## src/rtl/if_fetch_unit.sv

```systemverilog
// ============================================================================
// if_fetch_unit
// ----------------------------------------------------------------------------
// Instruction-fetch producer feeding the IF/ID pipeline register. Holds the
// fetch PC and issues reads to a synchronous instruction memory with a
// 1-cycle read latency. Each returning word is queued with its PC+4 in a
// small circular buffer. The buffer head is presented to decode under a
// valid/ready handshake. A redirect squashes all queued and in-flight
// wrong-path work and restarts fetch at the target address.
//
// Parameters
//   RESET_PC   first fetch address after reset (bits [1:0] must be 0)
//   DEPTH      fetch buffer entries (power of two, >= 2)
//
// Ports
//   clock           in   rising-edge clock
//   reset           in   asynchronous, active-high reset
//   im_addr         out  instruction memory byte address (word aligned)
//   im_en           out  read request; data arrives on im_rdata next cycle
//   im_rdata        in   instruction word for last cycle's request
//   redirect_valid  in   1-cycle pulse: restart fetch at redirect_pc
//   redirect_pc     in   redirect target (bits [1:0] ignored)
//   id_ready        in   decode accepts the presented entry this cycle
//   if_valid        out  if_pc_add / if_inst hold a valid entry
//   if_pc_add       out  PC+4 of the presented instruction
//   if_inst         out  presented instruction word
// ============================================================================
module if_fetch_unit #(
  parameter logic [31:0] RESET_PC = 32'h0000_0000,
  parameter int          DEPTH    = 2
) (
  input  logic        clock,
  input  logic        reset,
  output logic [31:0] im_addr,
  output logic        im_en,
  input  logic [31:0] im_rdata,
  input  logic        redirect_valid,
  input  logic [31:0] redirect_pc,
  input  logic        id_ready,
  output logic        if_valid,
  output logic [31:0] if_pc_add,
  output logic [31:0] if_inst
);

  localparam int PW = (DEPTH > 1) ? $clog2(DEPTH) : 1;
  localparam int CW = $clog2(DEPTH + 1);
  localparam logic [CW:0] DEPTH_C = (CW + 1)'(DEPTH);

  logic [31:0]   pc_q;
  logic          inflight_q;
  logic [31:0]   inflight_pc_q;
  logic [PW-1:0] rd_ptr_q;
  logic [PW-1:0] wr_ptr_q;
  logic [CW-1:0] count_q;

  logic [31:0]   buf_pc_add [DEPTH];
  logic [31:0]   buf_inst   [DEPTH];

  logic          pop;
  logic          push;
  logic [CW:0]   occ;

  // Low address bits of the target are forced to zero, never read.
  logic          unused_rpc_bits;
  assign unused_rpc_bits = ^redirect_pc[1:0];

  // Presentation: head of the buffer, zeroed when nothing is queued.
  assign if_valid  = (count_q != '0);
  assign if_pc_add = if_valid ? buf_pc_add[rd_ptr_q] : 32'd0;
  assign if_inst   = if_valid ? buf_inst[rd_ptr_q]   : 32'd0;

  // A redirect flushes the buffer, so a same-cycle handshake is dropped
  // and the returning wrong-path word is never written.
  assign pop  = if_valid & id_ready & ~redirect_valid;
  assign push = inflight_q & ~redirect_valid;

  // Credit check: slots already taken plus the word in flight, minus the
  // entry leaving this cycle, must leave room for one more read. This is
  // what guarantees a returning word always finds a free slot.
  assign occ = {1'b0, count_q} + {{CW{1'b0}}, inflight_q} - {{CW{1'b0}}, pop};

  // Gating with reset keeps the memory quiet while the block is held.
  assign im_en   = ~reset & ~redirect_valid & (occ < DEPTH_C);
  assign im_addr = pc_q;

  // Stage boundary: fetch control (PC, in-flight flag, buffer pointers).
  always_ff @(posedge clock or posedge reset) begin
    if (reset) begin
      pc_q       <= RESET_PC;
      inflight_q <= 1'b0;
      rd_ptr_q   <= '0;
      wr_ptr_q   <= '0;
      count_q    <= '0;
    end else if (redirect_valid) begin
      pc_q       <= {redirect_pc[31:2], 2'b00};
      inflight_q <= 1'b0;
      rd_ptr_q   <= '0;
      wr_ptr_q   <= '0;
      count_q    <= '0;
    end else begin
      inflight_q <= im_en;
      if (im_en) begin
        pc_q <= pc_q + 32'd4;
      end
      if (push) begin
        wr_ptr_q <= wr_ptr_q + PW'(1);
      end
      if (pop) begin
        rd_ptr_q <= rd_ptr_q + PW'(1);
      end
      case ({push, pop})
        2'b10:   count_q <= count_q + CW'(1);
        2'b01:   count_q <= count_q - CW'(1);
        default: count_q <= count_q;
      endcase
    end
  end

  // Stage boundary: memory return captured into the buffer.
  always_ff @(posedge clock) begin
    if (im_en) begin
      inflight_pc_q <= pc_q;
    end
    if (push) begin
      buf_pc_add[wr_ptr_q] <= inflight_pc_q + 32'd4;
      buf_inst[wr_ptr_q]   <= im_rdata;
    end
  end

endmodule

```

## config.mk

```make
export PLATFORM = sky130hd
export DESIGN_NAME = if_fetch_unit
export DESIGN_NICKNAME = d
export VERILOG_FILES = /design/src/rtl/if_fetch_unit.sv
export SDC_FILE = /design/constraint.sdc
export NUM_CORES = 1
export LEC_CHECK = 0
export CORE_MARGIN = 2
export CORE_UTILIZATION = 45
export DETAILED_ROUTE_END_ITERATION = 8
export GPL_ROUTABILITY_DRIVEN = 0
export HOLD_SLACK_MARGIN = 0.05
export PLACE_DENSITY = 0.7
export SLEW_MARGIN = 20
export SYNTH_ARGS = -nofsm -noshare
export SYNTH_HDL_FRONTEND = slang
export SYNTH_SLANG_ARGS = --single-unit
```

## constraint.sdc

```tcl
create_clock -name clock -period 14 [get_ports clock]
set_clock_uncertainty 0.05 [all_clocks]
set_input_delay 2.8 -clock clock [delete_from_list [all_inputs] [get_ports clock]]
set_output_delay 2.8 -clock clock [all_outputs]
set_load 0.05 [all_outputs]
```

==> run summary <==
status: finished, final reports clean
YS warnings: 0
compound-cell area share of the yosys netlist: 6.15%
boundary pin count: 166
critical path required time: 11,150 ps
CTS H-tree lvls: 4
Die Y-Extent: 139 um
Clk Latency, worst-skew pair: 430 ps
diode count: 0
Post-synth EDFFs: 154
sw power: 358 uW
Place WS: 4840 ps
CTS resizes: 0
commonest non-fill, non-tap cell in the layout: clkdlybuf4s50_1
Root Driver: clkbuf_16
Pre-antenna DRT Iters: 5
Cell Area, Placed: 10,000 um^2
Post-CTS Hold Fix Bufs: 0
final hold violation count: 0
RSZ-0062 raised after global routing: false
grt ovf: 0
first-pass GRT wire length: 28,700 um
crit path cell chain: clkdlybuf4s50_1, buf_4, nor2_1, ha_1, nand2b_1, fa_1, or3b_1, or2_4, inv_1, clkdlybuf4s50_1
DR DRC count: 0
Design Area, Final: 10,700 um^2
Slew @ Worst Pin: 851 ps
commonest non-fill, non-tap cells in the layout: clkdlybuf4s50_1, edfxtp_1, nor2_1
Worst Hold Class: flop to flop
via/cell ratio: 5.41
Comb pwr share: 15.1%
Nets: 844
Layout area overhead: 29.8%
Max Cap Viol: 0
synthesized instance count: 615
Adder-Cell Fraction of Synth Area: 0.698%
switch share: 26.0%
Tot GR Track Use: 18.6%
period utilisation layout: 65.6%
DR WL/cell: 17.4 um
initial DRC count: 324
pin count of the biggest net entering global routing: 64
cell row count: 49
f_max: 109 MHz
Unique masters post-synth: 54
Clock power frac: 36.0%
vias in the first global route: 5,467
fraction of synthesis flops using an asynchronous set or reset pin: 18.5%
pwr dens: 129 nW/um^2
Num Clock Sinks: 189
Top FF cell, synth: edfxtp_1
xor/xnor share of the synthesized area: 3.51%
worst setup margin: 4810 ps
Critical Path Start Type: primary input
Yosys reg bits: 189
max-slew violation count: 0
Die ar.: 19,400 um^2
CTS buffer count: 17
Simple-Gate Fraction of Synth Area: 12.9%
main combinational cell family by area after synthesis: simple AND/OR/NAND/NOR gates
critical-path maximum fanout: 46
Non-Filler Instances: 1,014
Crit. End Element: output pin
syn avg cell area: 13.4 um^2
Int Pwr: 1020 uW
postcts setup bufs: 0
most used cell, CP: clkdlybuf4s50_1
Leak: 0.00365 uW
max_slew headroom: 43.2%
Core Box Area: 18,000 um^2
# port buffers: 159
final WL: 17,700 um
post-layout min period: 9190 ps
CP Class: primary input to output pin
Starting Density: 45.9%
Crit path largest cell delay: 800 ps
endpoints failing setup: 0
setup TNS: 0 ps
Seq pwr share: 48.9%
clock tree buffer depth: 2
multiplexer area fraction after synthesis: 7.77%
mapped cell area: 8240 um^2
ANT nets after route: 0
placed cell count: 981
CTS clk-pin slew, worst paths: 60 ps
Die Wd: 139 um
detailed-placement wirelength estimate: 11,800 um
CTS tree: done
Worst IR Drop VDD: 0.0645 mV
Crit path arrival time: 6340 ps
Via Count: 5,490
layout cells sized above 1: 6.37%
initial antenna violation count: 0
Seq/Total Area, Yosys: 66.7%
slowest CP cell: clkdlybuf4s50_1
layer usage:
layer / wire length, um / track usage [%]
met4: 262 / 6.59
met3: 968 / 3.27
met2: 8360 / 30.3
met5: 0 / 0
met1: 8100 / 25.3
cells in the mapped netlist, types with 7 or more instances:
cell	instances	share of area, %
or4_1	7	0.64
a221o_1	9	1.1
xnor2_1	24	2.6
nand2_1	48	2.2
nor3_1	7	0.43
xor2_1	9	0.96
dfrtp_1	35	11
o21ai_0	14	0.85
edfxtp_1	154	56
nand4_1	15	1.1
o311ai_0	7	0.74
nor2_1	80	3.6
inv_1	8	0.36
mux2i_1	64	7.8
and3_1	8	0.61
clkbuf_1	19	0.87
nand3_1	23	1.4
worst max-delay path: cells and delay by family:
family / cells / cell delay, ps
adders and majority gates: 2 / 770
buffers and inverters: 4 / 1760
and+or+nand+nor: 4 / 990
logic make-up after synthesis:
group | count (synthesis)
AO/OA/AOI/OAI | 66
XOR/XNOR | 33
adder cells (fa/ha/maj) | 4
buffers and inverters | 40
flip-flops | 189
multiplexers | 64
other | 1
AND/OR/NAND/NOR | 218
area by class of cell:
type	instances	area, um^2
fillers	1387	7270
flip-flops and latches	189	5500
multi-input cells	389	2580
repair buffers	166	1660
clock buffers	22	484
well taps	229	287
clock inverters	10	136
inverters	9	33.8
registers in the layout, indices dropped and copies added, names as in the netlist:
name / cells
buf_pc_add: 60
wr_ptr_q: 1
im_addr: 30
buf_inst: 64
rd_ptr_q: 1
count_q: 2
inflight_pc_q: 30
inflight_q: 1
through the flow:
step	util, %	hold WS (ps)	power [uW]
after detailed placement	55.9	488	892
after global routing	59.5	532	1430
after global placement	55.9	492	888
final	59.5	508	1380
after floorplan	-	467	809
after CTS	59.4	502	1390
final timing paths:
| check | slack [ps] | endpoint | from | cells after the start |
|---|---|---|---|---|
| min in group asynchronous | 2730 | count_q[0]$_DFFE_PP0P_ | reset | 2 |
| max reg2reg | 9110 | im_addr[28]$_DFFE_PP0P_ | count_q[1]$_DFFE_PP0P_ | 15 |
| max | 4810 | im_en | redirect_valid | 10 |
| max in group asynchronous | 10470 | im_addr[13]$_DFFE_PP0P_ | reset | 3 |
| min | 510 | inflight_pc_q[26]$_DFFE_PP_ | im_addr[26]$_DFFE_PP0P_ | 0 |
| min reg2reg | 510 | inflight_pc_q[26]$_DFFE_PP_ | im_addr[26]$_DFFE_PP0P_ | 0 |
power by group through the flow:
stage | clock network (uW) | logic [uW] | registers [uW]
2_1_floorplan | 0 | 99.5 | 710
3_3_place_gp | 0 | 201 | 687
3_5_place_dp | 0 | 204 | 688
4_1_cts | 504 | 205 | 676
5_1_grt | 527 | 220 | 679
6_report | 496 | 207 | 674
No activity file was read; power rests on OpenSTA's default activity.
